## src/rtl/uart_byte_tx.sv

```systemverilog
// UART byte transmitter: 8N1 frames by default, 8E1 when UART_TX_PARITY_EN is defined.
// Valid/ready: i_tx_start is taken only while o_tx_busy=0; o_uart_tx_done pulses once per completed frame.
module uart_byte_tx #(
    parameter int CLK_FREQ = 50_000_000,
    parameter int BAUD     = 9600
) (
    input  logic       i_sysclk,
    input  logic       i_sysrst_n,
    input  logic       i_tx_start,
    input  logic [7:0] i_tx_data,
    output logic       o_uart_tx,
    output logic       o_tx_busy,
    output logic       o_uart_tx_done,
    output logic [2:0] o_dbg_state
);

    localparam int BIT_CYCLES = CLK_FREQ / BAUD;
    localparam int TW         = (BIT_CYCLES > 1) ? $clog2(BIT_CYCLES) : 1;
    localparam logic [TW-1:0] LAST_TICK = TW'(BIT_CYCLES - 1);

`ifdef UART_TX_PARITY_EN
    typedef enum logic [2:0] {
        S_IDLE   = 3'd0,
        S_START  = 3'd1,
        S_DATA   = 3'd2,
        S_PARITY = 3'd3,
        S_STOP   = 3'd4
    } state_t;
`else
    typedef enum logic [2:0] {
        S_IDLE  = 3'd0,
        S_START = 3'd1,
        S_DATA  = 3'd2,
        S_STOP  = 3'd4
    } state_t;
`endif

    state_t        r_state;
    logic [TW-1:0] r_timer;
    logic [2:0]    r_idx;
    logic [7:0]    r_shift;
    logic          r_tx;
    logic          r_busy;
    logic          r_done;
    logic          w_bit_end;

    assign w_bit_end = (r_timer == LAST_TICK);

    always_ff @(posedge i_sysclk or negedge i_sysrst_n) begin
        if (!i_sysrst_n) begin
            r_state <= S_IDLE;
            r_timer <= '0;
            r_idx   <= '0;
            r_shift <= '0;
            r_tx    <= 1'b1;
            r_busy  <= 1'b0;
            r_done  <= 1'b0;
        end else begin
            r_done <= 1'b0;
            // The line is loaded on the same edge the state changes, so each bit lasts exactly BIT_CYCLES.
            if (r_state != S_IDLE) begin
                r_timer <= w_bit_end ? '0 : r_timer + TW'(1);
            end
            case (r_state)
                S_IDLE: begin
                    r_timer <= '0;
                    r_tx    <= 1'b1;
                    r_busy  <= 1'b0;
                    if (i_tx_start) begin
                        r_shift <= i_tx_data;
                        r_tx    <= 1'b0;
                        r_busy  <= 1'b1;
                        r_state <= S_START;
                    end
                end
                S_START: begin
                    if (w_bit_end) begin
                        r_idx   <= 3'd0;
                        r_tx    <= r_shift[0];
                        r_state <= S_DATA;
                    end
                end
                S_DATA: begin
                    if (w_bit_end) begin
                        if (r_idx == 3'd7) begin
`ifdef UART_TX_PARITY_EN
                            r_tx    <= ^r_shift;
                            r_state <= S_PARITY;
`else
                            r_tx    <= 1'b1;
                            r_state <= S_STOP;
`endif
                        end else begin
                            r_idx <= r_idx + 3'd1;
                            r_tx  <= r_shift[r_idx + 3'd1];
                        end
                    end
                end
`ifdef UART_TX_PARITY_EN
                S_PARITY: begin
                    if (w_bit_end) begin
                        r_tx    <= 1'b1;
                        r_state <= S_STOP;
                    end
                end
`endif
                S_STOP: begin
                    if (w_bit_end) begin
                        r_tx    <= 1'b1;
                        r_busy  <= 1'b0;
                        r_done  <= 1'b1;
                        r_state <= S_IDLE;
                    end
                end
                default: begin
                    r_tx    <= 1'b1;
                    r_busy  <= 1'b0;
                    r_state <= S_IDLE;
                end
            endcase
        end
    end

    assign o_uart_tx      = r_tx;
    assign o_tx_busy      = r_busy;
    assign o_uart_tx_done = r_done;
    assign o_dbg_state    = r_state;

endmodule

```

## config.mk

```make
export PLATFORM = sky130hd
export DESIGN_NAME = uart_byte_tx
export DESIGN_NICKNAME = d
export VERILOG_FILES = /design/src/rtl/uart_byte_tx.sv
export SDC_FILE = /design/constraint.sdc
export NUM_CORES = 1
export LEC_CHECK = 0
export ABC_AREA = 1
export BUFFER_PORTS_ARGS = -buffer_cell sky130_fd_sc_hd__buf_2
export CORE_MARGIN = 2
export CORE_UTILIZATION = 55
export CTS_BUF_LIST = sky130_fd_sc_hd__clkbuf_4
export CTS_CLUSTER_DIAMETER = 150
export CTS_CLUSTER_SIZE = 20
export DETAILED_ROUTE_END_ITERATION = 12
export HOLD_SLACK_MARGIN = 0.12
export PLACE_DENSITY_LB_ADDON = 0.12
export SYNTH_ARGS = -nofsm -noshare
export SYNTH_HDL_FRONTEND = slang
export SYNTH_SLANG_ARGS = --single-unit
```

## constraint.sdc

```tcl
create_clock -name i_sysclk -period 2.5 [get_ports i_sysclk]
set_clock_uncertainty 0.1 [all_clocks]
set_input_delay 0.5 -clock i_sysclk [delete_from_list [all_inputs] [get_ports i_sysclk]]
set_output_delay 0.5 -clock i_sysclk [all_outputs]
set_load 0.02 [all_outputs]
```

==> results by group <==
Synth
  – Yosys Warn Count: 0
  – Synth Flop Type: dfrtp_1
  – Cell variety after synth: 30
  – Yosys reg bits: 30
  – Syn avg cell area: 9.26 um^2
  – Post-Syn Area: 0.00160 mm^2
  – EDFF count, synth: 0
  – Net Count, Synth: 187
  – Register area share after synthesis: 46.9%
  – Async SR Flop Fraction: 100%
  – Syn Inst Count: 173

STA
  – RSZ-0062 raised after global routing: no
  – Final setup violation count: 0
  – Final Hold Slack: 0.291 ns
  – Hold Fails Final Rpt: 0
  – Actual slew at the worst max-slew pin: 0.646 ns
  – Final Max Slew Viols: 0
  – Setup_tns: 0 ns
  – Final Critical Period: 1.65 ns
  – Rel. slew slack: 57.0%
  – FMAX: 607 MHz
  – Crit share post-route: 65.9%

Floorplanning
  – Die Y: 58.0 um
  – Die ar.: 0.00336 mm^2
  – Starting Density: 58.1%
  – Core region area: 0.00276 mm^2
  – Top-level I/O count: 17
  – Row cnt: 19
  – Die width: 58.0 um

Detailed routing
  – DRC viols: 0
  – Highest Signal Layer: met4
  – WL/cell: 13.3 um
  – Met3 wire length: 135 um
  – Met2 routed WL: 1390 um
  – Antenna Nets Post-Route: 0
  – DR vias: 1213
  – Final wirelength: 3040 um
  – 1st-iter DRT viols: 59
  – Via density: 5.30
  – Initial DRT Pass Iterations: 4
  – Metal-1 WL: 1380 um

Place
  – Hpwl dp: 2280 um
  – IO buf count: 16
  – Routability cong.: 0.850

Min path
  – Worst hold stages: 2
  – Worst Hold Class: input port to flop
  – Min-Delay Startpoint: i_tx_data[0]
  – Hold Path End: r_shift[0]

Critical path
  – Worst path max stage delay: 0.47 ns
  – CP max stage cell: dfrtp_1
  – Worst r2r path cells: 8
  – R2R Setup Slk: 0.85 ns
  – Critical path startpoint category: flop
  – Critical path class: flop to flop
  – Reg2reg end: o_uart_tx
  – CP endpoint kind: flop
  – Reg2Reg Launch Point: r_idx[0]
  – CP delay by family, top: adder cells
  – Worst Path Max Fanout: 7
  – CP Data Required Time: 2.68 ns
  – CP arrival: 1.82 ns
  – Critical path buffer and inverter count: 1
  – Crit path cell chain: ha_1, ha_1, inv_1, nand3_1, nand3_1, nand3_1, nand2_1, a21oi_2
  – Most used cell, CP: nand3_1

Global route
  – Largest net degree at the start of global routing: 31
  – Initial antenna violation count: 0
  – Global-route wire length before repair: 5380 um
  – GRT Util Overall: 22.2%
  – Grt total ovfl: 0
  – Vias in the first global route: 1223

Layout
  – # fillers: 237
  – Nets: 211
  – Layout cell share with drive strength beyond 1: 28.3%
  – Final core occ: 64.7%
  – Area Overhead vs Synth: 11.4%
  – Inserted Diodes: 0

Clock tree
  – Worst-path clk slew: 0.10 ns
  – Cts hold-fix bufs: 1
  – PostCTS Resize Cnt: 0
  – # H-tree levels: 2
  – Setup Buffers After CTS: 0
  – CTS root buf: clkbuf_4
  – Worst skew pair latency: 0.33 ns
  – CTS Buf Count: 5
  – CTS tree: built
  – Clk buf depth: 2
  – Clock sink count: 30

Power
  – Overall Power: 0.000788 W
  – Clock share of power: 36.0%
  – Power density cells: 441 mW/mm^2
  – P_int: 0.000608 W
  – Reg power frac: 61.5%
  – Worst VDD drop: 0.366 mV
  – Leak: 0.893 nW
  – Switching share of total power: 22.9%
  – Psw: 0.000180 W
  – Comb power frac: 2.4%

Run status
  – Run status: finished, final reports clean

Run
  – Max-capacitance violation count: 0
-- power groups by stage --
stage / Combinational (W) / Clock [W] / Sequential [W]
2_1_floorplan: 0.000000325 / 0 / 0.000495
3_3_place_gp: 0.0000179 / 0 / 0.000494
3_5_place_dp: 0.0000190 / 0 / 0.000494
4_1_cts: 0.0000201 / 0.000296 / 0.000485
5_1_grt: 0.0000218 / 0.000315 / 0.000485
6_report: 0.0000192 / 0.000284 / 0.000485
-- layer usage --
| layer | up-vias | GRT usage (%) |
|---|---|---|
| met4 | 0 | 16.9 |
| met1 | 559 | 28.2 |
| met3 | 14 | 4.91 |
| met5 | - | 0 |
| li1 | 608 | - |
| met2 | 32 | 33.1 |
-- cells by family after synthesis --
| logic type | Yosys count | synth area share (%) |
|---|---|---|
| adders and majority gates | 3 | 2.34 |
| muxes | 9 | 8.12 |
| and+or+nand+nor | 92 | 30.1 |
| AOI/OAI and AO/OA | 13 | 4.61 |
| xor gates and xnor gates | 5 | 2.73 |
| DFF | 30 | 46.9 |
| buffers and inverters | 21 | 5.23 |
-- area by class of cell --
type	instances	area, um^2	share of cell area (%)
clock buffers	6	45.0	2.52
clock inverters	2	8.76	0.491
inverters	21	83.8	4.70
multi-input cells	122	767	43.0
flip-flops and latches	30	752	42.1
well taps	31	38.8	2.17
repair buffers	17	90.1	5.05
-- cells in the mapped netlist (4+ instances only) --
library cell / count / share of area (%)
o21ai_1: 4 / 1.2
nand2_1: 32 / 7.5
a21oi_1: 5 / 1.6
dfrtp_1: 29 / 45
mux2_4: 8 / 7.5
inv_1: 16 / 3.7
nor2_1: 19 / 4.4
nor3_1: 4 / 1.2
nand3_1: 13 / 4.1
xor2_1: 4 / 2.2
nand2_2: 5 / 2.0
nor2_2: 5 / 2.0
nand4_1: 4 / 1.6
-- how the worst max path moves through the flow --
stage,cells after the start,slack (ns),start,to
3_3_place_gp,8,0.87,r_idx[0],o_uart_tx
6_report,8,0.85,r_idx[0],o_uart_tx
2_1_floorplan,8,0.99,r_idx[0],o_uart_tx
3_5_place_dp,8,0.87,r_idx[0],o_uart_tx
5_1_grt,8,0.65,r_idx[0],o_uart_tx
4_1_cts,8,0.84,r_idx[0],o_uart_tx
-- flip-flops by register name (all words and copies together), names as in the netlist --
signal,count
o_uart_tx,1
r_timer,13
r_idx,3
o_dbg_state,3
o_tx_busy,1
o_uart_tx_done,1
r_shift,8
-- through the flow --
stage / std cells / worst slack (ns) / instance area [um^2]
finish: 229 / 0.853 / 1790
floorplan: 173 / 0.991 / 1600
detailed placement: 220 / 0.866 / 1720
global route: 229 / 0.648 / 1790
global placement: 220 / 0.874 / 1720
CTS: 229 / 0.838 / 1790
-- cells in the final DEF (no fill, tap or decap), types with 4 or more instances in the layout --
cell type  netlist  final
nand2_2          5      5
xor2_1           4      4
nand2_1         32     32
a21oi_1          5      5
nand3_1         13     13
inv_1           16     16
clkbuf_4         0      6
o21ai_1          4      4
nor2_1          19     19
buf_2            0     16
nor3_1           4      4
mux2_4           8      8
dfrtp_1         29     29
nor2_2           5      5
nand4_1          4      4
-- worst register-to-register path: cells and delay by family (launching register included) --
family,cells,cell delay (ns)
compound gates,1,0.11
fa+ha+maj,2,0.55
flops,1,0.47
simple gates,4,0.30
buf+inv,1,0.07
No activity file was read; power rests on OpenSTA's default activity.
